File: src/rtl/injector_stage_pkg.sv
// Shared types and constants for the router injection stage.
package injector_stage_pkg;

    localparam int FLIT_W    = 11;
    localparam int VALID_BIT = FLIT_W - 1;

    typedef logic [FLIT_W-1:0] flit_t;
    typedef logic [1:0]        port_t;

    localparam port_t PORT_N = 2'd0;
    localparam port_t PORT_E = 2'd1;
    localparam port_t PORT_S = 2'd2;
    localparam port_t PORT_W = 2'd3;

    function automatic flit_t mark_valid(input flit_t f);
        flit_t r;
        r = f;
        r[VALID_BIT] = 1'b1;
        return r;
    endfunction

endpackage

File: src/rtl/inj_fifo.sv
// Local injection FIFO; full/empty derive from the occupancy count.
module inj_fifo
    import injector_stage_pkg::*;
#(
    parameter int FIFO_DEPTH = 4
) (
    input  logic                          clk,
    input  logic                          rst_n,
    input  logic                          push_i,
    input  flit_t                         data_i,
    input  logic                          pop_i,
    output flit_t                         head_o,
    output logic [$clog2(FIFO_DEPTH):0]   count_o,
    output logic                          full_o,
    output logic                          empty_o
);

    localparam int AW = $clog2(FIFO_DEPTH);
    localparam int CW = AW + 1;

    flit_t          mem_q [FIFO_DEPTH];
    flit_t          mem_d [FIFO_DEPTH];
    logic [AW-1:0]  wr_ptr_q, wr_ptr_d;
    logic [AW-1:0]  rd_ptr_q, rd_ptr_d;
    logic [CW-1:0]  count_q, count_d;
    logic           do_push;
    logic           do_pop;

    assign full_o  = (count_q == CW'(FIFO_DEPTH));
    assign empty_o = (count_q == '0);
    assign head_o  = mem_q[rd_ptr_q];
    assign count_o = count_q;

    always_comb begin
        do_push  = push_i && !full_o;
        do_pop   = pop_i && !empty_o;
        mem_d    = mem_q;
        wr_ptr_d = wr_ptr_q;
        rd_ptr_d = rd_ptr_q;
        count_d  = count_q;
        if (do_push) begin
            mem_d[wr_ptr_q] = data_i;
            wr_ptr_d        = wr_ptr_q + AW'(1);
        end
        if (do_pop) begin
            rd_ptr_d = rd_ptr_q + AW'(1);
        end
        // Pointers wrap naturally since the depth is a power of two.
        unique case ({do_push, do_pop})
            2'b10:   count_d = count_q + CW'(1);
            2'b01:   count_d = count_q - CW'(1);
            default: count_d = count_q;
        endcase
    end

    always_ff @(posedge clk or negedge rst_n) begin
        if (!rst_n) begin
            for (int i = 0; i < FIFO_DEPTH; i++) begin
                mem_q[i] <= '0;
            end
            wr_ptr_q <= '0;
            rd_ptr_q <= '0;
            count_q  <= '0;
        end else begin
            mem_q    <= mem_d;
            wr_ptr_q <= wr_ptr_d;
            rd_ptr_q <= rd_ptr_d;
            count_q  <= count_d;
        end
    end

endmodule

File: src/rtl/injector_stage.sv
// Injects one local flit per cycle into a vacant port slot (round-robin)
// and registers the four slots toward the permutation stage.
module injector_stage
    import injector_stage_pkg::*;
#(
    parameter int FIFO_DEPTH   = 4,
    parameter int STARVE_LIMIT = 8
) (
    input  logic                          clk,
    input  logic                          rst_n,
    input  logic [FLIT_W-1:0]             nad_i,
    input  logic [FLIT_W-1:0]             sad_i,
    input  logic [FLIT_W-1:0]             ead_i,
    input  logic [FLIT_W-1:0]             wad_i,
    input  logic [FLIT_W-1:0]             inj_flit,
    input  logic                          inj_valid,
    output logic                          inj_ready,
    output logic [FLIT_W-1:0]             nad_o,
    output logic [FLIT_W-1:0]             sad_o,
    output logic [FLIT_W-1:0]             ead_o,
    output logic [FLIT_W-1:0]             wad_o,
    output logic                          inj_starve,
    output logic [$clog2(FIFO_DEPTH):0]   fifo_count
);

    localparam int SW = $clog2(STARVE_LIMIT + 1);

    flit_t          in_s   [4];
    flit_t          slot_q [4];
    flit_t          slot_d [4];
    logic [3:0]     vacant;
    port_t          rr_ptr_q, rr_ptr_d;
    port_t          sel;
    port_t          p;
    logic           found;
    logic           inj;
    logic [SW-1:0]  starve_cnt_q, starve_cnt_d;
    logic           inj_starve_q, inj_starve_d;

    flit_t          head;
    logic           fifo_full;
    logic           fifo_empty;
    logic           push;

    assign inj_ready = !fifo_full;
    assign push      = inj_valid && inj_ready;

    inj_fifo #(
        .FIFO_DEPTH (FIFO_DEPTH)
    ) u_fifo (
        .clk     (clk),
        .rst_n   (rst_n),
        .push_i  (push),
        .data_i  (mark_valid(inj_flit)),
        .pop_i   (inj),
        .head_o  (head),
        .count_o (fifo_count),
        .full_o  (fifo_full),
        .empty_o (fifo_empty)
    );

    always_comb begin
        in_s[PORT_N] = nad_i;
        in_s[PORT_E] = ead_i;
        in_s[PORT_S] = sad_i;
        in_s[PORT_W] = wad_i;
        for (int i = 0; i < 4; i++) begin
            vacant[i] = !in_s[i][VALID_BIT];
        end

        found = 1'b0;
        sel   = rr_ptr_q;
        p     = rr_ptr_q;
        for (int k = 0; k < 4; k++) begin
            p = rr_ptr_q + port_t'(k);
            if (!found && vacant[p]) begin
                found = 1'b1;
                sel   = p;
            end
        end
        inj = found && !fifo_empty;

        // Vacant slots are normalised to zero unless they take the head.
        for (int i = 0; i < 4; i++) begin
            if (!vacant[i]) begin
                slot_d[i] = in_s[i];
            end else if (inj && (sel == port_t'(i))) begin
                slot_d[i] = head;
            end else begin
                slot_d[i] = '0;
            end
        end

        rr_ptr_d = inj ? sel + 2'd1 : rr_ptr_q;

        starve_cnt_d = starve_cnt_q;
        if (inj) begin
            starve_cnt_d = '0;
        end else if (!fifo_empty && (vacant == 4'b0000)) begin
            if (starve_cnt_q != SW'(STARVE_LIMIT)) begin
                starve_cnt_d = starve_cnt_q + SW'(1);
            end
        end
        inj_starve_d = (starve_cnt_d == SW'(STARVE_LIMIT));
    end

    always_ff @(posedge clk or negedge rst_n) begin
        if (!rst_n) begin
            for (int i = 0; i < 4; i++) begin
                slot_q[i] <= '0;
            end
            rr_ptr_q     <= PORT_N;
            starve_cnt_q <= '0;
            inj_starve_q <= 1'b0;
        end else begin
            slot_q       <= slot_d;
            rr_ptr_q     <= rr_ptr_d;
            starve_cnt_q <= starve_cnt_d;
            inj_starve_q <= inj_starve_d;
        end
    end

    assign nad_o      = slot_q[PORT_N];
    assign ead_o      = slot_q[PORT_E];
    assign sad_o      = slot_q[PORT_S];
    assign wad_o      = slot_q[PORT_W];
    assign inj_starve = inj_starve_q;

endmodule

File: config.mk
export PLATFORM = sky130hd
export DESIGN_NAME = injector_stage
export DESIGN_NICKNAME = d
export VERILOG_FILES = /design/src/rtl/injector_stage_pkg.sv /design/src/rtl/inj_fifo.sv /design/src/rtl/injector_stage.sv
export SDC_FILE = /design/constraint.sdc
export NUM_CORES = 1
export LEC_CHECK = 0
export BUFFER_PORTS_ARGS = -buffer_cell sky130_fd_sc_hd__buf_2
export CAP_MARGIN = 10
export CORE_UTILIZATION = 54
export DETAILED_ROUTE_END_ITERATION = 8
export GPL_ROUTABILITY_DRIVEN = 0
export PLACE_DENSITY = 0.78
export RECOVER_POWER = 25
export SLEW_MARGIN = 20
export SYNTH_ARGS = -nofsm -noshare
export SYNTH_HDL_FRONTEND = slang
export SYNTH_HIERARCHICAL = 1
export SYNTH_SLANG_ARGS = --single-unit
File: constraint.sdc
create_clock -name clk -period 2.6 [get_ports clk]
set_clock_uncertainty 0.2 [all_clocks]
set_input_delay 0.65 -clock clk [delete_from_list [all_inputs] [get_ports clk]]
set_output_delay 0.65 -clock clk [all_outputs]
set_load 0.01 [all_outputs]
## Word-level counts from Yosys, hierarchy flattened

Cells that the tools add are included.
W data, S select, Z words.

| operators by class | value |
|---|---|
| $add $sub $neg | 9 |
| multipliers | 0 |
| div/mod/pow operators | 0 |
| magnitude comparators | 7 |
| eq/ne operators | 8 |
| shifts and indexed selects | 0 |
| multiplexer cells | 33 |
| bitwise logic cells | 2 |
| reduce and logical (&&, ||, !) cells | 26 |

Operator list:

| kind | number |
|---|---|
| $mux W11 | 11 |
| $bwmux W44 | 1 |
| $bmux W11 S2 | 1 |
| $demux W11 S2 | 1 |
| $logic_and A1 B1 Y1 | 13 |
| $lt A2 B3 Y1 const B | 4 |
| $mux W4 | 3 |
| $logic_not A1 Y1 | 9 |
| $add A2 B1 Y2 const B | 4 |
| $bmux W1 S2 | 4 |
| $mux W1 | 8 |
| $eq A2 B2 Y1 const B | 3 |
| $ge A3 B3 Y1 const B | 2 |
| $mux W2 | 3 |
| $not A2 Y3 | 2 |
| $pmux W3 S2 | 1 |
| $add A2 B2 Y2 const B | 2 |
| $add A4 B1 Y4 const B | 1 |
| $eq A2 B1 Y1 const B | 2 |
| $eq A4 B4 Y1 const B | 1 |
| $logic_not A4 Y1 | 1 |
| $ne A4 B4 Y1 const B | 1 |
| $add A3 B1 Y3 const B | 1 |
| $eq A3 B3 Y1 const B | 1 |
| other kinds (5) | 5 |

| word-level totals | value |
|---|---|
| register bits | 102 |
| latch bits | 0 |
| bits in writable memories | 0 |
| ROM bits | 0 |
| input bits | 58 |
| memories | 0 |

## Logic depth before layout (Yosys ltp)

| logic depth | value |
|---|---|
| word-level depth | 17 |
| mapped depth | 10 |

## By module

Netlist, hierarchy kept.

Modules (own cells, without submodules):

| module | instances | cells an instance | area an instance (µm²) |
|---|---|---|---|
| injector_stage | 1 | 238 | 2424.8 |
| inj_fifo | 1 | 145 | 2323.5 |

## Least setup slack after synthesis

Ideal clock, no wire load.

| timing path | value |
|---|---|
| path type | input -> register |
| from | in nad_i[10] |
| to | reg u_fifo.count_q[2], in the netlist u_fifo/count_o[2] |
| arrival | 2.256 ns |
| slack | 0.065 ns |
| cell stages on the path | 9 |
| path buffers | 0 |
| path through | and4_1 > nor2_1 > o31a_1 > ha_1 > inv_1 > fa_1 > xor2_1 > nor2_1 > xor2_1 |

| between the ends | value |
|---|---|
| longest elaborated chain between the ends | 17 |
| elaborated cells between the ends (all ways) | 25 |
| classes of those cells | eq/ne (2); mux (13); reduce/logical (10) |

Ends and longest elaborated chain:

| item | line | text |
|---|---|---|
| start: declaration | injector_stage.sv:11 | `input logic [FLIT_W-1:0] nad_i,` |
| $logic_not A1 Y1 * | injector_stage.sv:68 | `vacant[i] = !in_s[i][VALID_BIT];` |
| $bmux W1 S2 | injector_stage.sv:76 | `if (!found && vacant[p]) begin` |
| $mux W1 (not written as such) | injector_stage.sv:76 |  |
| $mux W1 | injector_stage.sv:76 |  |
| $logic_not A1 Y1 | injector_stage.sv:76 |  |
| $logic_and A1 B1 Y1 | injector_stage.sv:76 |  |
| $mux W1 | injector_stage.sv:76 |  |
| $logic_not A1 Y1 | injector_stage.sv:76 |  |
| (+3 left out) | - |  |
| $logic_and A1 B1 Y1 | injector_stage.sv:76 |  |
| $mux W1 * | injector_stage.sv:76 |  |
| $logic_and A1 B1 Y1 * | injector_stage.sv:81 | `inj = found && !fifo_empty;` |
| net inj | injector_stage.sv:36 | `logic inj;` |
| $logic_and A1 B1 Y1 * | inj_fifo.sv:36 | `do_pop = pop_i && !empty_o;` |
| net u_fifo.do_pop | inj_fifo.sv:27 | `logic do_pop;` |
| $eq A2 B1 Y1 / $eq A2 B2 Y1 (equally long branches) | inj_fifo.sv:49 | `unique case ({do_push, do_pop})` |
| $pmux W3 S2 / $reduce_bool A2 Y1 (equally long branches) | - |  |
| end signal: assignment | inj_fifo.sv:68 | `count_q <= count_d;` |
| end: declaration | inj_fifo.sv:25 | `logic [CW-1:0] count_q, count_d;` |

Mark *: on every way through the listed nets, which the timed path passes. The rest lies on a longest branch. The select of a mux whose other input is x is not followed.
A chain may end at the register's enable or synchronous reset.

## Worst setup path after layout

| timing path | value |
|---|---|
| from | reg u_fifo.count_q[1], in the netlist u_fifo/count_o[1] |
| to | reg u_fifo.count_q[2], in the netlist u_fifo/count_o[2] |

| between the ends | value |
|---|---|
| longest elaborated chain between the ends | 6 |
| elaborated cells between the ends (all ways) | 14 |
| classes of those cells | add/sub (2); eq/ne (3); mux (1); reduce/logical (8) |

Ends and longest elaborated chain:

| item | line | text |
|---|---|---|
| $eq A3 B3 Y1 * | inj_fifo.sv:29 | `assign full_o = (count_q == CW'(FIFO_DEPTH));` |
| net fifo_full | injector_stage.sv:41 | `logic fifo_full;` |
| $logic_not A1 Y1 * | injector_stage.sv:45 | `assign inj_ready = !fifo_full;` |
| $logic_and A1 B1 Y1 * | injector_stage.sv:46 | `assign push = inj_valid && inj_ready;` |
| net push | injector_stage.sv:43 | `logic push;` |
| $logic_and A1 B1 Y1 * | inj_fifo.sv:35 | `do_push = push_i && !full_o;` |
| $eq A2 B1 Y1 / $eq A2 B2 Y1 (equally long branches) | inj_fifo.sv:49 |  |
| $pmux W3 S2 / $reduce_bool A2 Y1 (equally long branches) | - |  |

Mark *: on every way through the listed nets, which the timed path passes. The rest lies on a longest branch.

==> summary.txt <==
Clock network
  • H-tree level count: 3
  • CTS Buf Count: 9
  • CTS Buffer Depth: 2
  • Post-cts resize count: 0
  • Postcts setup bufs: 0
  • TritonCTS clock tree: done
  • Hold buffers post-CTS: 0
  • Clock net sink count: 102
  • Later-pin clock latency in the skew report: 0.36 ns
  • CTS root buffer: clkbuf_8
  • Clock transition at the registers of the reported paths: 0.10 ns

Logic synthesis
  • Seq/Total Area, Yosys: 53.8%
  • Post-synth top cells: dfrtp_1, nand2_1, mux2_2, inv_1, nor2_1
  • Unique cell type count in the Yosys netlist: between 50 and 60
  • Top_reg_cell synth: dfrtp_1
  • Gate Count Post-Synth: 383
  • Synth async-reset ratio: between 90% and 100%
  • YS warnings: 6
  • Syn avg cell area: between 10 and 15 µm²
  • Yosys reg bits: 102
  • Cell area after synthesis: 0.00475 mm²
  • Area contributors post-synth: dfrtp_1, mux2_2, mux4_2
  • Number of synthesized flops with an enable pin: 0
  • Area fraction of the dominant cell type after synthesis: 53.8%
  • Most frequent cell after synthesis: dfrtp_1
  • Yosys top cell by area: dfrtp_1

Timing
  • Setup ws final: 0.147 ns
  • Tmin final: about 2.5 ns
  • Slew HR: between 20 and 30%
  • RSZ-0062 raised after global routing: no
  • Fmax: 408 MHz
  • Final Setup Violations: 0
  • Final Hold Fails: 0
  • Max-slew violations: 0
  • Measured slew at the worst slew-check pin: 1.05 ns
  • Fin crit share: about 94%

Critical path
  • Flop2flop setup slack: 0.15 ns
  • CP startpoint kind: flop
  • FF-to-FF End: u_fifo/count_o[2]$_DFFE_PN0P_
  • Kind of critical path: reg -> reg
  • CP endpoint kind: flop
  • RR Startpoint: u_fifo/count_o[1]$_DFFE_PN0P_
  • CP Max Fanout: 7
  • Worst-case reg-to-reg path depth: 9
  • Critical path required time: 2.69 ns
  • WP data arrival: 2.54 ns

Global route
  • Largest net degree at the start of global routing: 48
  • Vias in the first global route: 3313
  • First-pass GRT wire length: between 15000 and 20000 µm
  • Initial antenna violation count: 0
  • Total global-route track usage: between 20% and 30%
  • Final global-route overflow total: 0

Finish
  • Share of layout cells above drive strength 1: roughly two fifths
  • Post-route cell area: between 0.005 and 0.006 mm²
  • Area occupied by multi-input gates: 0.00197 mm²
  • # diodes: 0
  • FF/Latch Area: 0.00255 mm²
  • Nets: approximately 570
  • Filler cells: 660
  • Area growth from synthesis to layout: 18.1%

Power
  • Power per cell area: 1130 mW/mm²
  • Pleak: 2.69 nW
  • Total Power: 6.34 mW
  • VDD IR max: 0.509 mV

Placement
  • Pre-CTS WS: -0.0849 ns
  • Placement Cell Area: 0.00545 mm²
  • HPWL after detailed placement: 7520 µm
  • I/O Buffers: 105

Job
  • Maxcap violations: 0

Min path
  • Hold Crit Class: in -> async

Floorplanning
  • Die width: 95.8 µm
  • Initial Utilization: 56.7%
  • Die height: 95.8 µm
  • Die footprint: 0.00917 mm²
  • Boundary Pins: 107
  • Site Rows: 33
  • Core Area: 0.00838 mm²

Drt
  • Detailed-route via count: 3433
  • # DRC: 0
  • DRT iter0 DRCs: 225
  • Vias/cell: roughly 5.6
  • Overall routed net length: 10400 µm
  • Post-route antenna net violation count: 0
  • WL/cell: 17.0 µm
  • Pre-Repair DR Iteration Count: 5

Run status
  • Status: complete, no violations
[area by class of cell]
cell class	instances	share of cell area, %
clock buffer	10	2.28
sequential	102	45.5
tap	105	2.34
multi-input combinational	238	35.2
clock inverter	6	0.870
timing repair buffer	128	12.4
inverter	22	1.47
[worst max-delay path by stage]
stage | from | to
4_1_cts | u_fifo/count_o[1]$_DFFE_PN0P_ | u_fifo/count_o[2]$_DFFE_PN0P_
5_1_grt | u_fifo/count_o[1]$_DFFE_PN0P_ | u_fifo/count_o[2]$_DFFE_PN0P_
6_report | u_fifo/count_o[1]$_DFFE_PN0P_ | u_fifo/count_o[2]$_DFFE_PN0P_
3_3_place_gp | nad_i[10] | sad_o[4]$_DFF_PN0_
3_5_place_dp | nad_i[10] | sad_o[0]$_DFF_PN0_
2_1_floorplan | nad_i[10] | u_fifo/count_o[2]$_DFFE_PN0P_
[report_power, final]
group          leakage [nW]  switching [mW]  internal [mW]
registers              1.25           0.420           2.21
logic                  1.36            1.42           1.40
clock network        0.0787           0.541          0.353
total                  2.69            2.38           3.96
[metal layers]
| metal | up-vias | wire (µm) | GRT usage (%) |
|---|---|---|---|
| met3 | 13 | 736 | 3.63 |
| met4 | 0 | 140 | 9.95 |
| li1 | 1590 | - | - |
| met2 | 144 | 5100 | 40.0 |
| met1 | 1686 | 4430 | 32.0 |
| met5 | - | 0 | 0 |
[critical path, cell delays in order (launching register included)]
cell and delay [ns]:
dfrtp_1 0.46, nor3b_4 0.35, nor2b_1 0.16, nand2b_1 0.19, ha_1 0.19, inv_1 0.05, fa_1 0.37, xor2_1 0.15
nor2_1 0.11, xor2_1 0.16
[state kept, by name, summed over array words and instances, names as in the netlist]
register / count
inj_starve: 1
nad_o: 11
wad_o: 11
u_fifo/rd_ptr_q: 2
u_fifo/count_o: 3
sad_o: 11
starve_cnt_q: 4
ead_o: 11
u_fifo/mem_q: 44
rr_ptr_q: 2
u_fifo/wr_ptr_q: 2
[layout by cell type (no fill, tap or decap), types with 10 or more instances in the layout]
cell,instances
inv_1,21
buf_4,21
mux4_2,11
buf_2,104
nand2_1,46
mux2_2,45
dfrtp_1,102
o31ai_1,13
a22o_1,11
a32o_1,10
nor2_1,14
[kinds of logic (layout without fill, tap and decap cells)]
family                     count (synthesis)  count (layout)  share of synthesized area [%]
xor gates and xnor gates                   7               7                           1.29
DFF                                      102             102                           53.8
other                                      1               4                         0.0790
adders and majority gates                  9               9                           2.50
muxes                                     57              57                           16.1
AOI/OAI and AO/OA                         79              79                           13.2
and+or+nand+nor                           82              82                           8.09
buffers and inverters                     46             166                           4.95
[stage by stage]
| step | utilization [%] | instances | hold WS, ns | setup TNS (ns) |
|---|---|---|---|---|
| 4_1_cts | 67.1 | 611 | 0.0820 | 0 |
| 6_report | 66.9 | 611 | 0.257 | 0 |
| 3_3_place_gp | 65.0 | 595 | 0.284 | -0.00706 |
| 3_5_place_dp | 65.0 | 595 | 0.294 | -0.835 |
| 5_1_grt | 66.9 | 611 | 0.284 | 0 |
| 2_1_floorplan | - | 386 | 0.154 | 0 |
Power figures use the tool's default switching activity.
